<file path="src/rtl/prg_tile_sched.sv">
// Frame scheduler for the primary ray generator: walks one frame in tile order and
// issues (x,y) under a valid/stall handshake, throttled by a rays-in-flight credit count.
module prg_tile_sched #(
  parameter int SCREEN_W     = 640,
  parameter int SCREEN_H     = 480,
  parameter int TILE_W       = 8,
  parameter int TILE_H       = 8,
  parameter int MAX_INFLIGHT = 64
) (
  input  logic       clk,
  input  logic       rst,
  input  logic       start,
  input  logic       abort,
  input  logic       v0,
  input  logic       pix_stall,
  input  logic       ray_retire,
  output logic       pix_valid,
  output logic [9:0] pix_x,
  output logic [8:0] pix_y,
  output logic       busy,
  output logic       done,
  output logic       aborted,
  output logic [7:0] inflight,
  output logic       retire_err
);

  typedef enum logic [1:0] {S_IDLE, S_ISSUE, S_DRAIN, S_DONE} state_t;

  localparam logic [9:0] X_TILE_LAST = 10'(TILE_W - 1);
  localparam logic [8:0] Y_TILE_LAST = 9'(TILE_H - 1);
  localparam logic [9:0] X_BASE_LAST = 10'(SCREEN_W - TILE_W);
  localparam logic [8:0] Y_TOP_FIRST = 9'(SCREEN_H - 1);
  localparam logic [8:0] Y_TOP_LAST  = 9'(TILE_H - 1);
  localparam logic [9:0] X_STEP      = 10'(TILE_W);
  localparam logic [8:0] Y_STEP      = 9'(TILE_H);
  localparam logic [7:0] CREDITS     = 8'(MAX_INFLIGHT);

  state_t     state, state_nxt;
  logic [9:0] base_x, off_x;
  logic [8:0] top_y, off_y;
  logic       accept, last_pix, retire_ok, load_first;
  logic       end_x, end_y, end_row, end_frame;

  assign pix_valid  = (state == S_ISSUE) && v0 && (inflight < CREDITS);
  assign accept     = pix_valid && !pix_stall;
  assign retire_ok  = ray_retire && (inflight != 8'd0);
  assign load_first = (state == S_IDLE) && start;
  assign busy       = (state != S_IDLE);
  assign done       = (state == S_DONE);

  assign end_x     = (off_x == X_TILE_LAST);
  assign end_y     = (off_y == Y_TILE_LAST);
  assign end_row   = (base_x == X_BASE_LAST);
  assign end_frame = (top_y == Y_TOP_LAST);
  assign last_pix  = end_x && end_y && end_row && end_frame;

  always_ff @(posedge clk or negedge rst) begin
    // NOTE: sequential state uses non-blocking assignments so every register samples pre-edge values.
    if (!rst) state <= S_IDLE;
    else      state <= state_nxt;
  end

  always_comb begin
    // NOTE: default first so no path through the case leaves state_nxt unassigned (no latch).
    state_nxt = state;
    unique case (state)
      S_IDLE:  if (start) state_nxt = S_ISSUE;
      S_ISSUE: if ((accept && last_pix) || abort) state_nxt = S_DRAIN;
      S_DRAIN: if (inflight == 8'd0) state_nxt = S_DONE;
      S_DONE:  state_nxt = S_IDLE;
      default: state_nxt = S_IDLE;
    endcase
  end

  // Pixel walker: x within tile, then rows downward, then next tile right, then next tile row down.
  // The last pixel of the frame is held rather than wrapped.
  always_ff @(posedge clk or negedge rst) begin
    if (!rst) begin
      base_x <= '0;
      top_y  <= Y_TOP_FIRST;
      off_x  <= '0;
      off_y  <= '0;
      pix_x  <= '0;
      pix_y  <= Y_TOP_FIRST;
    end else if (load_first) begin
      base_x <= '0;
      top_y  <= Y_TOP_FIRST;
      off_x  <= '0;
      off_y  <= '0;
      pix_x  <= '0;
      pix_y  <= Y_TOP_FIRST;
    end else if (accept && !last_pix) begin
      if (!end_x) begin
        off_x <= off_x + 10'd1;
        pix_x <= pix_x + 10'd1;
      end else if (!end_y) begin
        off_x <= '0;
        off_y <= off_y + 9'd1;
        pix_x <= base_x;
        pix_y <= pix_y - 9'd1;
      end else if (!end_row) begin
        off_x  <= '0;
        off_y  <= '0;
        base_x <= base_x + X_STEP;
        pix_x  <= base_x + X_STEP;
        pix_y  <= top_y;
      end else begin
        off_x  <= '0;
        off_y  <= '0;
        base_x <= '0;
        top_y  <= top_y - Y_STEP;
        pix_x  <= '0;
        pix_y  <= top_y - Y_STEP;
      end
    end
  end

  // Credit counter: a retire with nothing outstanding is dropped and flagged.
  always_ff @(posedge clk or negedge rst) begin
    if (!rst) begin
      inflight   <= '0;
      retire_err <= 1'b0;
    end else begin
      if (accept && !retire_ok)      inflight <= inflight + 8'd1;
      else if (!accept && retire_ok) inflight <= inflight - 8'd1;
      if (ray_retire && (inflight == 8'd0)) retire_err <= 1'b1;
    end
  end

  always_ff @(posedge clk or negedge rst) begin
    if (!rst)                                                   aborted <= 1'b0;
    else if (load_first)                                        aborted <= 1'b0;
    else if (abort && (state == S_ISSUE || state == S_DRAIN))   aborted <= 1'b1;
  end

endmodule
</file>
<file path="config.mk">
export PLATFORM = sky130hd
export DESIGN_NAME = prg_tile_sched
export DESIGN_NICKNAME = d
export VERILOG_FILES = /design/src/rtl/prg_tile_sched.sv
export SDC_FILE = /design/constraint.sdc
export NUM_CORES = 1
export LEC_CHECK = 0
export BUFFER_PORTS_ARGS = -buffer_cell sky130_fd_sc_hd__buf_2
export CAP_MARGIN = 0
export CORE_UTILIZATION = 30
export DETAILED_ROUTE_END_ITERATION = 12
export GPL_ROUTABILITY_DRIVEN = 0
export SLEW_MARGIN = 20
export SYNTH_ARGS = -nofsm -noshare
export SYNTH_HDL_FRONTEND = slang
export SYNTH_SLANG_ARGS = --single-unit
</file>
<file path="constraint.sdc">
create_clock -name clk -period 3.5 [get_ports clk]
set_clock_uncertainty 0.05 [all_clocks]
set_input_delay 0.175 -clock clk [delete_from_list [all_inputs] [get_ports clk]]
set_output_delay 0.175 -clock clk [all_outputs]
set_load 0.05 [all_outputs]
</file>
==> impl_metrics.toml <==
[run_status]
status = "finished clean"

[timing]
final-setup-viol-count = 0
tightest_slew_ps = 1060
fin_crit_sh = 0.917
finalCriticalPeriod_ps = 3210
finalSetupTns_ps = 0
relSlewSlack = 0.294
fin_hold_ws_ps = 54.8
slew_violations = 0
clock.fmax_mhz = 312
rsz0062_at_grt = "no"
final_hold_viol_count = 0

[routing]
drt_first_pass_iters = 5
wl_per_cell_um = 16.3
ant_nets = 0
viasPerCell = 5.43
wl_mm = 11.1
vias = 3713
drc = 0
drt_iter0_markers = 243

[placed_design]
port_buffers = 38
hpwl_mm = 8.13

[logic_synthesis]
synth_area_mm2 = 0.00423
yosys-top-cells-area = "dfrtp_1 31%, dfstp_2 8.7%, ha_1 5.9%"
ys_types = 74
syn_inst = 455
syn-num-nets = 483
synth_xor_area_frac = 0.0331
yosys.area.top_type = "dfrtp_1"
synthSimpleGateAreaFrac = 0.246
synth_compound_area_frac = 0.210
synthMuxAreaShare = 0.0106
yosysSeqAreaShare = 0.400
synth_edf_count = 0
yosysWarningCount = 0
yosys.area_share.adder = 0.0639
ys.flop_type = "dfrtp_1"
syn_area_per_cell_um2 = 9.30
synth_top_family_by_area = "simple AND/OR/NAND/NOR gates"
ys_seq_elements = 67
synth_top_area_share = 0.313
synth-async-reset-ratio = 1.00

[global_route]
grt_pass1_vias = 3619
gr-usage-all-layers = 0.160
grt_pass1_wl_mm = 18.3
antenna_found_initial = 0
grt_overflow_total = 0
grt_start_max_net_pins = 30

[worst_setup_path]
crit_slowest_cell = "dfrtp_1"
arrival_ps = 3410
crit_type = "flop to flop"
critPathMaxFanout = 9
max_stage_delay_ps = 400
cp_cell_sequence = "inv_1 > ha_1 > nand4bb_1 > inv_2 > nand2b_1 > inv_1 > ha_1 > inv_1 > ha_1 > a211oi_1 > a21oi_1 > o41ai_2 > mux2i_1 > xnor2_1"
cp-end-kind = "flop"
worstPathRequired_ps = 3700
critical-path-top-delay-family = "adder cells"
cp_num_buf_inv = 4
start_kind = "flop"

[cells_and_area]
multi_input_area_mm2 = 0.00239
fin_util = 0.361
antenna_cells = 0
mostFrequentLayoutCell = "dfrtp_1"
area_delta_synth_final_pct = 18.1
fillers = 1378
final_layout_size_suffix_gt1_frac = 0.200
area.sequential_mm2 = 0.00170
final_cell_mix = "52 x dfrtp_1, 38 x buf_2, 37 x nand2_1"
nets = 527

[floorplan]
die_area_mm2 = 0.0146
die_h_um = 121
core_mm2 = 0.0138
rows = 43
initial_utilization = 0.306
die_x_um = 121
io_pins = 39

[power]
clkPwrFrac = 0.310
ir_drop_uv = 575
switching_share = 0.391
p_leak_nw = 2.22
p_per_area_mw_per_mm2 = 641
netSwitchingPower_mw = 1.25
seq_power_share = 0.322
pwr-share-comb = 0.368
internal-power_mw = 1.95

[clock_tree]
clockRootBuffer = "clkbuf_16"
clk_pin_slew_worst_paths_ps = 50
post_cts_buffers = 0
clkLatencyLatePin_ps = 340
cts_buffer_depth = 2
cts_tree = "done"
htreeDepth = 3
numClockSinks = 67
cts_made_buffers = 9

[flow_run]
max-cap-violations = 0

[hold_path]
worstHoldPathType = "primary input to flop"
## cell type report
type	count	share of cell area
clock inverters	5	0.0150
flip-flops and latches	67	0.339
repair buffers	51	0.0581
clock buffers	11	0.0506
multi-input cells	352	0.478
inverters	18	0.0135
well taps	180	0.0451
## cell usage after synthesis, types with 6 or more instances
cell	instances
nand2b_1	7
dfstp_2	14
inv_1	18
nor3_1	14
ha_1	20
a21oi_1	23
nor4_1	9
a22o_1	8
nor2_1	32
nand3_1	24
clkbuf_1	11
a21o_1	7
and2_1	6
nand4_1	9
and3_1	11
xor2_1	8
o21ai_0	24
nand2_1	37
dfrtp_1	53
xnor2_1	8
## sequential cells by signal, summed over array words and instances (netlist names)
signal      cells
aborted         1
pix_y           9
off_y           9
off_x          10
pix_x          10
top_y           7
state           2
retire_err      1
inflight        8
base_x         10
## cells by family (layout without fill, tap and decap cells)
family,count (synthesis),count (layout)
adders and majority gates,21,21
and+or+nand+nor,186,186
DFF,67,67
xor gates and xnor gates,16,16
muxes,4,4
buffers and inverters,36,85
AOI/OAI and AO/OA,125,125
## repair_timing
action / 4_1_cts / 5_1_grt
hold buffers: 1 / 0
setup endpoints to repair: 0 / 1
resized for setup: 0 / 1
hold endpoints to repair: 17 / 0
## metrics by stage
step	area [µm²]	power [mW]	cells	worst slack, ps
final	5000	3.20	684	290
after global routing	5000	3.39	684	70.0
after CTS	4990	3.22	684	197
after detailed placement	4650	2.21	667	290
after global placement	4650	2.19	667	473
after floorplan	4230	1.90	455	10.3
## path summary, 6_finish.rpt
path	startpoint	to	slack, ps	cells past startpoint
setup reg to reg	state[1]	inflight[7]	290	14
setup / recovery	state[1]	inflight[7]	290	14
max in group asynchronous	rst	pix_y[3]	2220	3
hold / removal	ray_retire	retire_err	50	2
min in group asynchronous	rst	pix_y[5]	360	2
hold reg to reg	retire_err	retire_err	430	1
## layer usage
metal	up-vias	track usage	routed length (µm)
li1	1807	-	-
met1	1810	0.212	5170
met2	87	0.258	5250
met3	9	0.0368	578
met4	0	0.0502	125
met5	-	0	0
## power by group through the flow
stage                     logic, mW  registers [mW]  clock network, mW
after floorplan               0.649            1.25                  0
after global placement         1.16            1.03                  0
after detailed placement       1.17            1.04                  0
after CTS                      1.17            1.03               1.01
after global routing           1.30            1.05               1.04
final                          1.18            1.03              0.993
No activity file was read; power rests on OpenSTA's default activity.
